==> config.mk <==
export PLATFORM = sky130hd
export DESIGN_NAME = serial_subtractor
export DESIGN_NICKNAME = d
export VERILOG_FILES = /design/src/rtl/serial_subtractor.sv
export SDC_FILE = /design/constraint.sdc
export NUM_CORES = 1
export LEC_CHECK = 0
export ABC_AREA = 1
export BUFFER_PORTS_ARGS = -buffer_cell sky130_fd_sc_hd__clkbuf_2
export CAP_MARGIN = 20
export CELL_PAD_IN_SITES_DETAIL_PLACEMENT = 0
export CELL_PAD_IN_SITES_GLOBAL_PLACEMENT = 1
export CORE_MARGIN = 3
export CORE_UTILIZATION = 44
export CTS_CLUSTER_DIAMETER = 60
export CTS_CLUSTER_SIZE = 24
export DETAILED_ROUTE_END_ITERATION = 10
export MAX_ROUTING_LAYER = met4
export PLACE_DENSITY = 0.86
export RECOVER_POWER = 50
export SYNTH_ARGS = -nofsm -noshare
export SYNTH_HDL_FRONTEND = slang
export SYNTH_SLANG_ARGS = --single-unit
==> constraint.sdc <==
create_clock -name clk -period 2.2 [get_ports clk]
set_input_delay 0.22 -clock clk [delete_from_list [all_inputs] [get_ports clk]]
set_output_delay 0.22 -clock clk [all_outputs]
set_load 0.02 [all_outputs]
==> src/rtl/serial_subtractor.sv <==
`timescale 1ns/1ps
`default_nettype none
// ============================================================================
// Module      : serial_subtractor
// Description : Bit-serial subtractor computing diff = a - b - bin, one bit
//               per clock, LSB first, through a single full-subtractor cell
//               and a borrow flip-flop. A start/busy/done handshake frames
//               each operation. The result is published after WIDTH cycles.
//
// Ports       : clk    - clock, rising edge
//               rst    - asynchronous active-high reset
//               start  - request, accepted only while idle
//               a      - minuend [WIDTH-1:0], captured on accept
//               b      - subtrahend [WIDTH-1:0], captured on accept
//               bin    - borrow-in, captured on accept
//               busy   - operation in progress
//               done   - one-cycle completion pulse
//               diff   - result [WIDTH-1:0], held until next completion
//               bout   - final borrow-out, held until next completion
//               ovf    - signed overflow (only with SERIAL_SUB_OVF_EN)
//
// Options     : SERIAL_SUB_OVF_EN - when defined, adds the ovf output and
//               its register.
//
// Revision    : 1.0 - initial release
// ============================================================================
module serial_subtractor #(
   parameter int WIDTH = 8
) (
   input  logic             clk,
   input  logic             rst,
   input  logic             start,
   input  logic [WIDTH-1:0] a,
   input  logic [WIDTH-1:0] b,
   input  logic             bin,
   output logic             busy,
   output logic             done,
   output logic [WIDTH-1:0] diff,
   output logic             bout
`ifdef SERIAL_SUB_OVF_EN
   ,
   output logic             ovf
`endif
);

   localparam int CNT_W = (WIDTH > 2) ? $clog2(WIDTH) : 1;
   localparam logic [CNT_W-1:0] c_last_bit = CNT_W'(WIDTH - 1);
   localparam logic [CNT_W-1:0] c_cnt_one  = CNT_W'(1);

   typedef enum logic [0:0] {
      IDLE  = 1'b0,
      SHIFT = 1'b1
   } state_t;

   state_t           state_q, state_d;
   logic [CNT_W-1:0] cnt_q,   cnt_d;
   logic [WIDTH-1:0] ra_q,    ra_d;
   logic [WIDTH-1:0] rb_q,    rb_d;
   logic             br_q,    br_d;
   logic [WIDTH-1:0] res_q,   res_d;
   logic [WIDTH-1:0] diff_q,  diff_d;
   logic             bout_q,  bout_d;
   logic             done_q,  done_d;
`ifdef SERIAL_SUB_OVF_EN
   logic             ovf_q,   ovf_d;
`endif

   // Full-subtractor cell operating on the current LSBs.
   logic w_bit;
   logic w_borrow;

   assign w_bit    = ra_q[0] ^ rb_q[0] ^ br_q;
   assign w_borrow = (~ra_q[0] & rb_q[0]) | (~ra_q[0] & br_q) | (rb_q[0] & br_q);

   always_comb begin
      state_d = state_q;
      cnt_d   = cnt_q;
      ra_d    = ra_q;
      rb_d    = rb_q;
      br_d    = br_q;
      res_d   = res_q;
      diff_d  = diff_q;
      bout_d  = bout_q;
      done_d  = 1'b0;
`ifdef SERIAL_SUB_OVF_EN
      ovf_d   = ovf_q;
`endif

      case (state_q)
         IDLE: begin
            if (start) begin
               ra_d    = a;
               rb_d    = b;
               br_d    = bin;
               cnt_d   = '0;
               state_d = SHIFT;
            end
         end

         SHIFT: begin
            ra_d  = ra_q >> 1;
            rb_d  = rb_q >> 1;
            br_d  = w_borrow;
            // Result fills from the top so that after WIDTH shifts bit 0
            // of the result sits in bit 0 of the register.
            res_d = {w_bit, res_q[WIDTH-1:1]};
            cnt_d = cnt_q + c_cnt_one;

            if (cnt_q == c_last_bit) begin
               // Publish only the completed word; intermediate bits never
               // reach diff.
               diff_d  = {w_bit, res_q[WIDTH-1:1]};
               bout_d  = w_borrow;
               done_d  = 1'b1;
               cnt_d   = '0;
               state_d = IDLE;
`ifdef SERIAL_SUB_OVF_EN
               // br_q here is the borrow into the MSB.
               ovf_d   = br_q ^ w_borrow;
`endif
            end
         end

         default: begin
            state_d = IDLE;
         end
      endcase
   end

   always_ff @(posedge clk or posedge rst) begin
      if (rst) begin
         state_q <= IDLE;
         cnt_q   <= '0;
         ra_q    <= '0;
         rb_q    <= '0;
         br_q    <= 1'b0;
         res_q   <= '0;
         diff_q  <= '0;
         bout_q  <= 1'b0;
         done_q  <= 1'b0;
`ifdef SERIAL_SUB_OVF_EN
         ovf_q   <= 1'b0;
`endif
      end else begin
         state_q <= state_d;
         cnt_q   <= cnt_d;
         ra_q    <= ra_d;
         rb_q    <= rb_d;
         br_q    <= br_d;
         res_q   <= res_d;
         diff_q  <= diff_d;
         bout_q  <= bout_d;
         done_q  <= done_d;
`ifdef SERIAL_SUB_OVF_EN
         ovf_q   <= ovf_d;
`endif
      end
   end

   assign busy = (state_q == SHIFT);
   assign done = done_q;
   assign diff = diff_q;
   assign bout = bout_q;
`ifdef SERIAL_SUB_OVF_EN
   assign ovf  = ovf_q;
`endif

endmodule
`default_nettype wire
## Word level (Yosys, flattened, before mapping)

Cells that the tools add are included.

| word-level totals | value |
|---|---|
| logic and storage cells | 36 |
| output and inout port bits | 11 |
| bits of input ports | 20 |
| register bits after elaboration | 39 |

| cells by class | value |
|---|---|
| bitwise operators | 9 |
| reduce and logical (&&, ||, !) cells | 1 |
| add/subtract/negate cells | 1 |
| eq/ne operators | 2 |
| multiplexer cells | 14 |

Operator list:

| operator | number |
|---|---|
| $pmux 8 s2 | 2 |
| $mux 8 | 2 |
| $mux 3 | 2 |
| $pmux 3 s2 | 1 |
| $mux 1 | 5 |
| $pmux 1 s2 | 2 |
| $add 3x1->3 const B | 1 |
| $and 1x1->1 | 3 |
| $eq 3x3->1 const B | 1 |
| $ne 2x2->1 const B | 1 |
| $not 1->1 | 2 |
| $or 1x1->1 | 2 |
| $reduce_and 2->1 | 1 |
| $xor 1x1->1 | 2 |

## Longest topological paths before layout

Gate-level depths: netlist of the first run.

| depth | value |
|---|---|
| depth after elaboration | 5 |
| mapped depth | 6 |
| mapped depth without buffers | 6 |

## Least setup slack after synthesis of the first run

Ideal clock, no wire load.

| timing | value |
|---|---|
| kind | reg2reg |
| start | register cnt_q[0] |
| end | register diff_q[7], in the netlist diff[7] |
| data required time | 2.126 ns |
| cell stages (with the launch flop) | 7 |
| data arrival time | 1.155 ns |
| setup time | 0.074 ns |
| period minus slack after synthesis | 1.229 ns |
| slack | 0.971 ns |
| buffers on the path | 1 |
| path through | dfrtp_1 > ha_1 > ha_1 > nand2_4 > buf_6 > nand2_1 > o21ai_2 |

| between the ends | value |
|---|---|
| longest elaborated chain between the ends | 2 |

RTL lines:

| item | RTL line | text |
|---|---|---|
| from (decl) | 56 | `logic [CNT_W-1:0] cnt_q, cnt_d;` |
| from (signal assigned) | 146 | `cnt_q <= cnt_d;` |
| $eq 3x3->1 | 109 | `if (cnt_q == c_last_bit) begin` |
| $reduce_and 2->1 (no source line) | - |  |
| to (signal assigned) | 151 | `diff_q <= diff_d;` |
| to (decl) | 61 | `logic [WIDTH-1:0] diff_q, diff_d;` |

No other way between the ends.
A chain may end at the register's enable or synchronous reset.

## Final worst setup path of the first run

| timing | value |
|---|---|
| start | register state_q, in the netlist busy |
| end | output port busy |

RTL lines:

| item | RTL line | text |
|---|---|---|
| from (decl) | 55 | `state_t state_q, state_d;` |
| from (signal assigned) | 145 | `state_q <= state_d;` |
| to (decl) | 36 | `output logic busy,` |

No word-level cell between the ends.

==> results.yml, run 1 <==
clocking:
  clockBufferDepth: 2
  cts_resized: 0
  cts_root_buf: "clkbuf_8"
  cts_setup_buffers: 0
  htree_num_levels: 2
  cts.sinks: 38
  numCtsBuffers: 5
  clk-insertion-delay-late_ns: 0.29
  tritoncts: "built"
  hold_buffers: 0
  cts.clk_slew.worst_paths_ns: 0.07
floorplanning:
  start_util_pct: 47.7
  core_area_sq_um: 3470
  fp-row-count: 21
  die_h_um: 67.3
  num_io_pins: 31
  fp.dieW_um: 67.3
  dieArea_sq_um: 4530
place:
  dp_hpwl_mm: 2.14
  place_worst_setup_slack_ns: 0.774
  gp_congestion: 0.762
  io_buffers: 30
timing:
  clock.fmax_mhz: 628
  fin_tns_setup_ns: 0
  finalWorstSetupSlack_ns: 0.608
  hold_viol: 0
  clock_skew_ns: 0.00513
  post-route-period-util_pct: 72.4
  rsz0062_at_grt: "false"
  relSlewSlack_pct: 38.4
  period_needed_ns: 1.59
  setup_viol: 0
  maxSlewViolCount: 0
  tightest_slew_ns: 0.923
outcome:
  outcome: "finished, final reports clean"
flow_run:
  cap_violations: 0
finish:
  insertedDiodeCount: 0
  area_growth_pct: 12.4
  final_layout_size_suffix_gt1_share_pct: 21.1
  fin_nets: 227
  n_fill_cell: 342
detailed_routing:
  drc: 0
  drt_iter0_drc: 72
  routed_wl_mm: 3.02
  wl_per_cell_um: 12.1
  ant_nets: 0
  vias_per_cell: 4.93
  vias: 1232
  first_pass_iters: 4
critical_path:
  cp_top_family: "flip-flops"
  reg2reg_depth: 3
  slowest_delay_ns: 0.79
  cpMaxStageDelayCell: "dfrtp_1"
  crit_cells: 1
  cp-end-kind: "primary output"
  worstSetupPathType: "register to primary output"
  crit_buf_inv: 1
  cp_max_fo: 17
  worstPathArrival_ns: 1.37
  critPathRequiredTime_ns: 1.98
  worstPathCellList: "clkbuf_2"
  cp-start-kind: "register"
global_route:
  grt_max_degree: 39
  grt_pass1_vias: 1175
  grt_use_total_pct: 15.4
  antenna_found_initial: 0
  grt_first_pass_wirelength_mm: 4.99
  overflow: 0
yosys:
  netlist_area_sq_um: 1650
  synth-main-ff-cell: "dfrtp_1"
  synth_edf_count: 0
  synth.top_cells.by_count: "61 x nand2_1, 38 x dfrtp_1, 32 x nand3_1"
  ys_ff_latch: 38
  syn-num-nets: 197
  synth_top_area_share_pct: 57.5
  synth_cell_types: 16
  avgSynthCellArea_sq_um: 9.50
  yosysMostFrequentCell: "nand2_1"
  synthTopCellsByArea: "dfrtp_1 58%, nand2_1 14%, nand3_1 9.7%"
  yosysSeqAreaShare_pct: 57.5
  synth_warnings: 0
  synth-async-reset-ratio_pct: 100
  netlist_instances: 174
  synth_top_area_cell: "dfrtp_1"
power:
  ir_drop_uv: 738
  p_leak_nw: 0.966
  power.density_nw_per_um2: 1390
min_path:
  hp-class: "primary input to register"
  hold_path_depth: 3
report_power, final:
part | switching (mW) | internal, mW
clock | 0.220 | 0.218
combinational | 0.598 | 0.349
sequential | 0.210 | 0.995
cells by family (layout without fill, tap and decap cells):
| family | count (synthesis) | count (layout) | share of synthesized area (%) |
|---|---|---|---|
| compound gates | 15 | 15 | 6.13 |
| fa+ha+maj | 3 | 3 | 2.73 |
| buf+inv | 21 | 51 | 8.25 |
| flops | 38 | 38 | 57.5 |
| simple gates | 97 | 97 | 25.4 |
final timing paths:
path,startpoint,end,slack (ns)
min in group asynchronous,rst,diff[7]$_DFFE_PP0P_,0.18
max in group asynchronous,rst,res_q[1]$_DFFE_PP0P_,1.44
setup / recovery,busy$_DFF_PP0_,busy,0.61
setup reg to reg,busy$_DFF_PP0_,rb_q[6]$_DFFE_PP0P_,0.77
hold / removal,b[7],rb_q[7]$_DFFE_PP0P_,0.16
hold reg to reg,rb_q[7]$_DFFE_PP0P_,rb_q[7]$_DFFE_PP0P_,0.47
final cells by class:
type,count,area (sq um),area share (%)
repair buffers,33,164,8.82
inverters,11,43.8,2.36
flip-flops and latches,38,951,51.2
well taps,46,57.6,3.10
clock buffers,7,76.3,4.11
multi-input cells,115,566,30.4
per-layer routing:
metal	up-vias	share of wire, %	GRT usage (%)
li1	616	-	-
met1	582	42	16.1
met2	28	51	26.6
met3	6	5.0	4.99
met4	0	1.7	6.08
met5	-	0	-
layout by cell type (no fill, tap or decap), drive strengths merged:
master and instances:
nand2 62, ha 2, nor2 3, inv 11, clkbuf 38, nand3 32
o21ai 15, fa 1, buf 2, dfrtp 38
metrics by stage:
stage | utilization, % | instances | instance area (sq um) | hold WS [ns] | power, mW
4_1_cts | 53.8 | 250 | 1870 | 0.0305 | 2.64
2_1_floorplan | - | 174 | 1650 | 0.365 | 1.98
3_3_place_gp | 51.6 | 243 | 1790 | 0.333 | 2.15
6_report | 53.6 | 250 | 1860 | 0.160 | 2.59
3_5_place_dp | 51.6 | 243 | 1790 | 0.339 | 2.20
5_1_grt | 53.6 | 250 | 1860 | 0.170 | 2.81
sequential cells by signal, summed over array words and instances, names as in the netlist:
register	cells
res_q	7
cnt_q	3
bout	1
busy	1
done	1
rb_q	8
ra_q	8
diff	8
br_q	1
worst reg2reg max path, cell delays in order, from the launching register on:
cell	delay [ns]
dfrtp_1	0.64
nor2_4	0.51
nand2_1	0.11
nand3_1	0.10
No activity file was read; power rests on OpenSTA's default activity.
==> run 2, diff against run 1 <==
- CORE_UTILIZATION: 44 -> 37
- PLACE_DENSITY: 0.86 -> 0.78
- clock period: 2.2 -> 1.35 ns (I/O delays scaled with it)
==> run 2 against run 1 <==
Sequential share of layout area down 2.5 points. Total power grew 69%. Combinational power increased by 80%. Non-clock buffer count up 6. Final area is 5.3% higher. Worst setup slack got worse by 0.54 ns. Routed wire length fell by 1.7%. Count of clock-buffer cells in the layout down 2. Sequential power grew 59%. Critical endpoint unchanged. Largest power group unchanged.
==> results.yml, run 2 (synthesis results as in run 1) <==
critical_path:
  setup.worst_path.start: "busy$_DFF_PP0_"
  cp_max_fo: 7
  cp-start-kind: "register"
  worstPathArrival_ns: 1.15
  critPathRequiredTime_ns: 1.22
  r2r_start: "cnt_q[0]$_DFFE_PP0P_"
  cp-end-kind: "primary output"
  worstSetupPathType: "register to primary output"
detailed_routing:
  drt_iter0_drc: 70
  wl_per_cell_um: 11.4
  vias: 1213
  vias_per_cell: 4.65
  ant_nets: 0
  first_pass_iters: 4
  drc: 0
  routed_wl_mm: 2.97
timing:
  post-route-period-util_pct: 95.2
  period_needed_ns: 1.29
  hold_viol: 0
  finalWorstSetupSlack_ns: 0.0650
  fin_tns_setup_ns: 0
  relSlewSlack_pct: 65.9
  holdWs_ns: 0.0715
  rsz0062_at_grt: "false"
  clock_skew_ns: 0.00690
  setup_viol: 0
  clock.fmax_mhz: 778
  maxSlewViolCount: 0
  tightest_slew_ns: 0.511
global_route:
  antenna_found_initial: 0
  grt_first_pass_wirelength_mm: 5.03
  grt_pass1_vias: 1133
  grt_max_degree: 39
  grt_use_total_pct: 12.6
  overflow: 0
finish:
  n_fill_cell: 429
  final_layout_size_suffix_gt1_share_pct: 25.1
  utilization_pct: 47.2
  final_cells: 261
  area_growth_pct: 18.3
  layout_common_cells: "61 x nand2_1, 37 x dfrtp_1, 32 x nand3_1"
  fin_nets: 233
  layout_commonest_cell: "nand2_1"
  insertedDiodeCount: 0
  fin_area_sq_um: 1960
power:
  ir_drop_uv: 839
  power_mw: 4.39
  intPower_mw: 2.67
  seqPwrFrac_pct: 43.8
  p_switching_mw: 1.72
  comb_power_share_pct: 38.8
  swShare_pct: 39.3
  clockPowerShare_pct: 17.4
  power.density_nw_per_um2: 2250
  p_leak_nw: 1.01
floorplanning:
  start_util_pct: 39.9
  dieArea_sq_um: 5300
  core_area_sq_um: 4140
  fp.dieW_um: 72.8
  die_h_um: 72.8
  fp-row-count: 23
  num_io_pins: 31
outcome:
  outcome: "finished, final reports clean"
place:
  dp_cells: 250
  io_buffers: 30
  post_dp_cell_area_sq_um: 1830
  gp_congestion: 0.669
  dp_hpwl_mm: 2.05
  place_worst_setup_slack_ns: -0.00368
clocking:
  clk-insertion-delay-late_ns: 0.29
  clockBufferDepth: 2
  cts.clk_slew.worst_paths_ns: 0.08
  cts_root_buf: "clkbuf_8"
  cts.sinks: 38
  numCtsBuffers: 5
  tritoncts: "built"
  htree_num_levels: 2
min_path:
  hp-class: "primary input to register"
  hp-start: "a[7]"
flow_run:
  cap_violations: 0
-- run 2: final timing paths --
kind | slack [ns] | cells past startpoint | end
max | 0.06 | 2 | busy
min | 0.07 | 3 | ra_q[7]$_DFFE_PP0P_
max reg2reg | 0.14 | 6 | diff[0]$_DFFE_PP0P_
min reg2reg | 0.47 | 2 | ra_q[7]$_DFFE_PP0P_
max in group asynchronous | 0.46 | 4 | busy$_DFF_PP0_
min in group asynchronous | 0.51 | 4 | diff[5]$_DFFE_PP0P_
-- run 2: area by class of cell --
cell class              count  area, sq um  share of cell area [%]
well taps                  50         62.6                    3.20
repair buffers             39          239                    12.2
clock buffers               5         68.8                    3.52
multi-input cells         115          568                    29.0
inverters                  11         43.8                    2.24
clock inverters             3         21.3                    1.09
flip-flops and latches     38          952                    48.7
-- run 2: what timing repair did --
action                                  CTS  global route
buffers inserted                          2             0
resized for setup                         1             1
pin swaps                                 1             0
endpoints found under the setup margin    2             1
endpoints found under the hold margin    38             0
hold buffers                              1             0
-- run 2: per-layer routing --
layer  part of all wire, %  vias to the layer above  GRT usage, %
li1                      -                      631             -
met1                    48                      551          16.9
met2                    45                       26          18.5
met3                   5.9                        5          4.68
met4                  0.77                        0          2.46
met5                     0                        -             -
-- run 2: power by group through the flow --
| stage | sequential [mW] | combinational (mW) | clock, mW |
|---|---|---|---|
| global placement | 1.93 | 1.67 | 0 |
| floorplan | 2.02 | 1.21 | 0 |
| global route | 1.99 | 1.97 | 0.844 |
| CTS | 1.93 | 1.76 | 0.793 |
| finish | 1.92 | 1.71 | 0.765 |
| detailed placement | 1.94 | 1.70 | 0 |
-- run 2: critical path, cell delays in order (launching register included) --
cell and delay, ns:
dfrtp_2 0.50, buf_4 0.19, clkbuf_2 0.17
